--- src/rtl/qpsk_carrier_modulator.sv ---
// QPSK modulator: Gray-coded dibit selects a 45/135/225/315 deg phase offset into a quarter-wave sine ROM.
// OUT_W defaults to 16; QPSK_PERIOD_ALIGN_EN latches the symbol only at carrier wrap.
module qpsk_carrier_modulator #(
   parameter int OUT_W  = 16,
   parameter int N_SAMP = 64
) (
   input  logic                    clk,
   input  logic                    rst,
   input  logic [1:0]              in,
   output logic signed [OUT_W-1:0] out
);

   localparam int IDX_W = $clog2(N_SAMP);
   localparam int QW    = N_SAMP / 4;
   localparam logic [IDX_W-1:0] ONE = IDX_W'(1);
   localparam logic [IDX_W-2:0] QTR = (IDX_W-1)'(QW);

   // Elaboration-time ROM entry: rounded sine for the first quarter (all values >= 0).
   function automatic logic signed [OUT_W-1:0] rom_val(input int k);
      real amp;
      real x;
      amp = (2.0 ** (OUT_W - 1)) - 1.0;
      x   = $sin(2.0 * 3.14159265358979323846 * real'(k) / real'(N_SAMP)) * amp;
      return OUT_W'($rtoi(x + 0.5));
   endfunction

   function automatic logic [IDX_W-1:0] sym_off(input logic [1:0] sym);
      case (sym)
         2'b00:   sym_off = IDX_W'(1 * N_SAMP / 8);
         2'b01:   sym_off = IDX_W'(3 * N_SAMP / 8);
         2'b11:   sym_off = IDX_W'(5 * N_SAMP / 8);
         default: sym_off = IDX_W'(7 * N_SAMP / 8);
      endcase
   endfunction

   logic signed [OUT_W-1:0] qrom [0:QW];

   for (genvar i = 0; i <= QW; i++) begin : g_rom
      localparam logic signed [OUT_W-1:0] VAL = rom_val(i);
      assign qrom[i] = VAL;
   end

   logic [IDX_W-1:0]        idx;
   logic [1:0]              sym_eff;
   logic [IDX_W-1:0]        addr;
   logic [IDX_W-2:0]        sub_lo;
   logic [IDX_W-2:0]        sub_hi;
   logic signed [OUT_W-1:0] sample;

`ifdef QPSK_PERIOD_ALIGN_EN
   logic [1:0] sym_reg;

   // Symbol is only allowed to change on the edge that wraps the carrier.
   always_ff @(posedge clk or posedge rst) begin
      if (rst)
         sym_reg <= 2'b00;
      else if (idx == IDX_W'(N_SAMP - 1))
         sym_reg <= in;
   end

   assign sym_eff = sym_reg;
`else
   assign sym_eff = in;
`endif

   // NOTE: every variable gets a default before the case so no latch can be inferred.
   always_comb begin
      addr   = idx + sym_off(sym_eff);
      sub_lo = {1'b0, addr[IDX_W-3:0]};
      sub_hi = QTR - sub_lo;
      sample = '0;
      case (addr[IDX_W-1:IDX_W-2])
         2'b00:   sample = qrom[sub_lo];
         2'b01:   sample = qrom[sub_hi];
         2'b10:   sample = -qrom[sub_lo];
         default: sample = -qrom[sub_hi];
      endcase
   end

   // NOTE: non-blocking assignments keep all registers updating from pre-edge values.
   always_ff @(posedge clk or posedge rst) begin
      if (rst) begin
         idx <= '0;
         out <= '0;
      end else begin
         idx <= idx + ONE;
         out <= sample;
      end
   end

endmodule

--- config.mk ---
export PLATFORM = sky130hd
export DESIGN_NAME = qpsk_carrier_modulator
export DESIGN_NICKNAME = d
export VERILOG_FILES = /design/src/rtl/qpsk_carrier_modulator.sv
export SDC_FILE = /design/constraint.sdc
export NUM_CORES = 1
export LEC_CHECK = 0
export CORE_ASPECT_RATIO = 1.25
export CORE_UTILIZATION = 55
export CTS_CLUSTER_DIAMETER = 120
export DETAILED_ROUTE_END_ITERATION = 6
export GPL_ROUTABILITY_DRIVEN = 0
export GPL_TIMING_DRIVEN = 0
export PLACE_DENSITY = 0.73
export SLEW_MARGIN = 20
export SYNTH_ARGS = -nofsm -noshare
export SYNTH_HDL_FRONTEND = slang
export SYNTH_SLANG_ARGS = --single-unit
--- constraint.sdc ---
create_clock -name clk -period 5.98 [get_ports clk]
set_input_delay 1.495 -clock clk [delete_from_list [all_inputs] [get_ports clk]]
set_output_delay 1.495 -clock clk [all_outputs]
set_load 0.05 [all_outputs]
==> results_dict.tcl <==
set metrics [dict create \
    ant_nets 0 \
    cp.arrival_ns 4.36 \
    hold_viol_final 0 \
    syn_area_um2 2830 \
    muxShareOfSynthArea 0.0642 \
    synth_edf_count 0 \
    r2r-start "idx[2]" \
    syn_area_per_cell_um2 7.70 \
    ys_seq_area_frac 0.195 \
    viasPerCell 7.22 \
    die_width_um 66.1 \
    drv_slew 0 \
    fin_skew_ns 0.00331 \
    fmax_mhz 239 \
    wl_per_cell_um 21.4 \
    dieHeight_um 82.1 \
    synthSimpleGateAreaFrac 0.237 \
    yosys_warnings 0 \
    drtIter0Drc 381 \
    drive_gt1_frac 0.0949 \
    synth_xor_area_frac 0.0430 \
    syn_nets 382 \
    switching_share 0.395 \
    ys_types 74 \
    cts_buffers 3 \
    cap_violations 0 \
    syn_to_final_growth_pct 11.4 \
    cts_hold_repair.buffers 0 \
    final_cell_area_um2 3150 \
    power_frac_clock 0.238 \
    via_count 3249 \
    crit_required_ns 6.15 \
    remaining_drc_errors 0 \
    min_path_cells 1 \
    grt_pass1_wl_mm 15.4 \
    place_area_um2 3090 \
    r2r-end "out[12]" \
    die-area_um2 5430 \
    synthArstFlopShare 1.00 \
    switchingPower_mw 0.188 \
    power_density_nw_per_um2 151 \
    ys.flop_type "dfrtp_1" \
    antennaDiodeCount 0 \
    cts_resized 0 \
    crit_type "reg2reg" \
    relSlewSlack 0.344 \
    crit_slowest_cell "or4_1" \
    synthAdderAreaFrac 0.0514 \
    p_int_mw 0.288 \
    num_rows 28 \
    finalSetupTns_ns 0 \
    start_util 0.584 \
    finalCritPeriodShare 0.699 \
    cts_tree "done" \
    routed_wirelength_mm 9.65 \
    clk_latency_ns 0.27 \
    endpoint_kind "register" \
    p_leak_nw 1.19 \
    pwr-share-seq 0.361 \
    rr_worst_depth 11 \
    dr.pass1.iters 6 \
    clock-sinks 22 \
    cts_setup_buffers 0 \
    cts-root-buf "clkbuf_8" \
    rsz0062_at_grt "false" \
    synth_common_cells "a21oi_1, nor2_1, nand2_1" \
    yosysMostFrequentCell "a21oi_1" \
    status "finished, final reports clean" \
    tightestPinTransition_ns 0.982 \
    nNetsFinal 406 \
    htreeDepth 1 \
    r2r_setup_slack_ns 1.80 \
    synthCells 367 \
    power_frac_comb 0.401 \
    ios 20 \
    ys_ff_latch 22 \
    synth_top_area_cell "dfrtp_1" \
    cpMostUsedCell "buf_1" \
    synth_top_area_share 0.195 \
    n_fill_cell 458 \
    overflow 0 \
    core_um2 4830 \
    clock_path_buffers 2 \
    cp_max_fo 10 \
    period_needed_ns 4.18 \
    utilization 0.651 \
    endpoint "out[12]" \
    synth-compound-area-share 0.337 \
    antenna_found_initial 0 \
    grt_pass1_vias 3034 \
    synth_top_family_by_area "compound AO/OA/AOI/OAI gates" \
    cts.clk_slew.worst_paths_ns 0.09 \
    worstPathCellList "buf_4, clkbuf_1, buf_1, buf_1, a2bb2oi_1, ha_1, o211ai_1, or4_1, a22oi_1, o22ai_1, a311oi_1" \
    slowest_delay_ns 0.59 \
    vdd.ir_drop.worst_mv 0.0813 \
    grt_usage 0.374 \
    grt_max_degree 23 \
    hold_path_class "reg2reg" \
    io_buffers 19 \
    cp-startpoint "idx[2]" \
    hpwl_mm 7.33 \
    yosys-top-cells-area "dfrtp_1, a21oi_1, ha_1" \
    setup-violations-final 0 \
    start_kind "register" \
]
[stage by stage]
stage	std cells	hold WS (ns)	worst slack, ns	total power, mW
6_report	450	0.491	1.80	0.476
5_1_grt	450	0.505	1.69	0.495
4_1_cts	450	0.497	1.96	0.475
3_5_place_dp	446	0.481	1.69	0.365
3_3_place_gp	446	0.461	1.67	0.361
2_1_floorplan	367	0.445	2.70	0.304
[worst max-delay path: cells and delay by family, from the launching register on]
| family | cells | cell delay [ns] |
|---|---|---|
| AOI/OAI and AO/OA | 5 | 1.28 |
| adders and majority gates | 1 | 0.28 |
| buffers and inverters | 4 | 1.53 |
| DFF | 1 | 0.41 |
| and+or+nand+nor | 1 | 0.59 |
[layout make-up]
class,count,area [um2],area share
clock buffers,4,55.1,0.0175
flip-flops and latches,22,551,0.175
inverters,13,48.8,0.0155
multi-input cells,297,2070,0.658
repair buffers,19,190,0.0604
well taps,60,75.1,0.0239
plain buffers,35,155,0.0493
[state kept, by name, summed over array words and instances, names as in the netlist]
signal / flops
idx: 6
out: 16
[layer usage]
metal	global-route usage	part of all wire	up-vias
met1	0.441	0.39	1500
met2	0.645	0.46	240
met5	0	0	-
li1	-	-	1438
met3	0.0577	0.088	71
met4	0.202	0.065	0
[worst min-delay path by stage]
stage,startpoint,endpoint
global route,idx[4],idx[4]
detailed placement,idx[5],idx[5]
CTS,idx[4],idx[4]
global placement,idx[4],idx[4]
finish,idx[4],idx[4]
floorplan,idx[4],idx[4]
[cells by family after synthesis]
group           Yosys count
fa+ha+maj                11
buf+inv                  48
mux                      13
flops                    22
compound gates          135
xor+xnor                 13
simple gates            125
[cell usage in the layout, fill, tap and decap left out, types with 9 or more instances in the layout]
master           Yosys  final
a21oi_1             30     30
nor2_1              25     25
nand2_1             23     23
dfrtp_1             22     22
clkbuf_1            21     21
clkdlybuf4s50_1      0     19
o21ai_0             18     18
nand3_1             13     13
inv_1               12     12
o211ai_1            12     12
nor3_1              10     10
ha_1                10     10
xnor2_1              9      9
[power by group through the flow]
| stage | clock network (mW) | registers (mW) | logic, mW |
|---|---|---|---|
| finish | 0.113 | 0.172 | 0.191 |
| global route | 0.119 | 0.174 | 0.201 |
| CTS | 0.114 | 0.173 | 0.189 |
| detailed placement | 0 | 0.176 | 0.189 |
| global placement | 0 | 0.174 | 0.187 |
| floorplan | 0 | 0.243 | 0.0612 |
(Power assumes the default switching activity.)
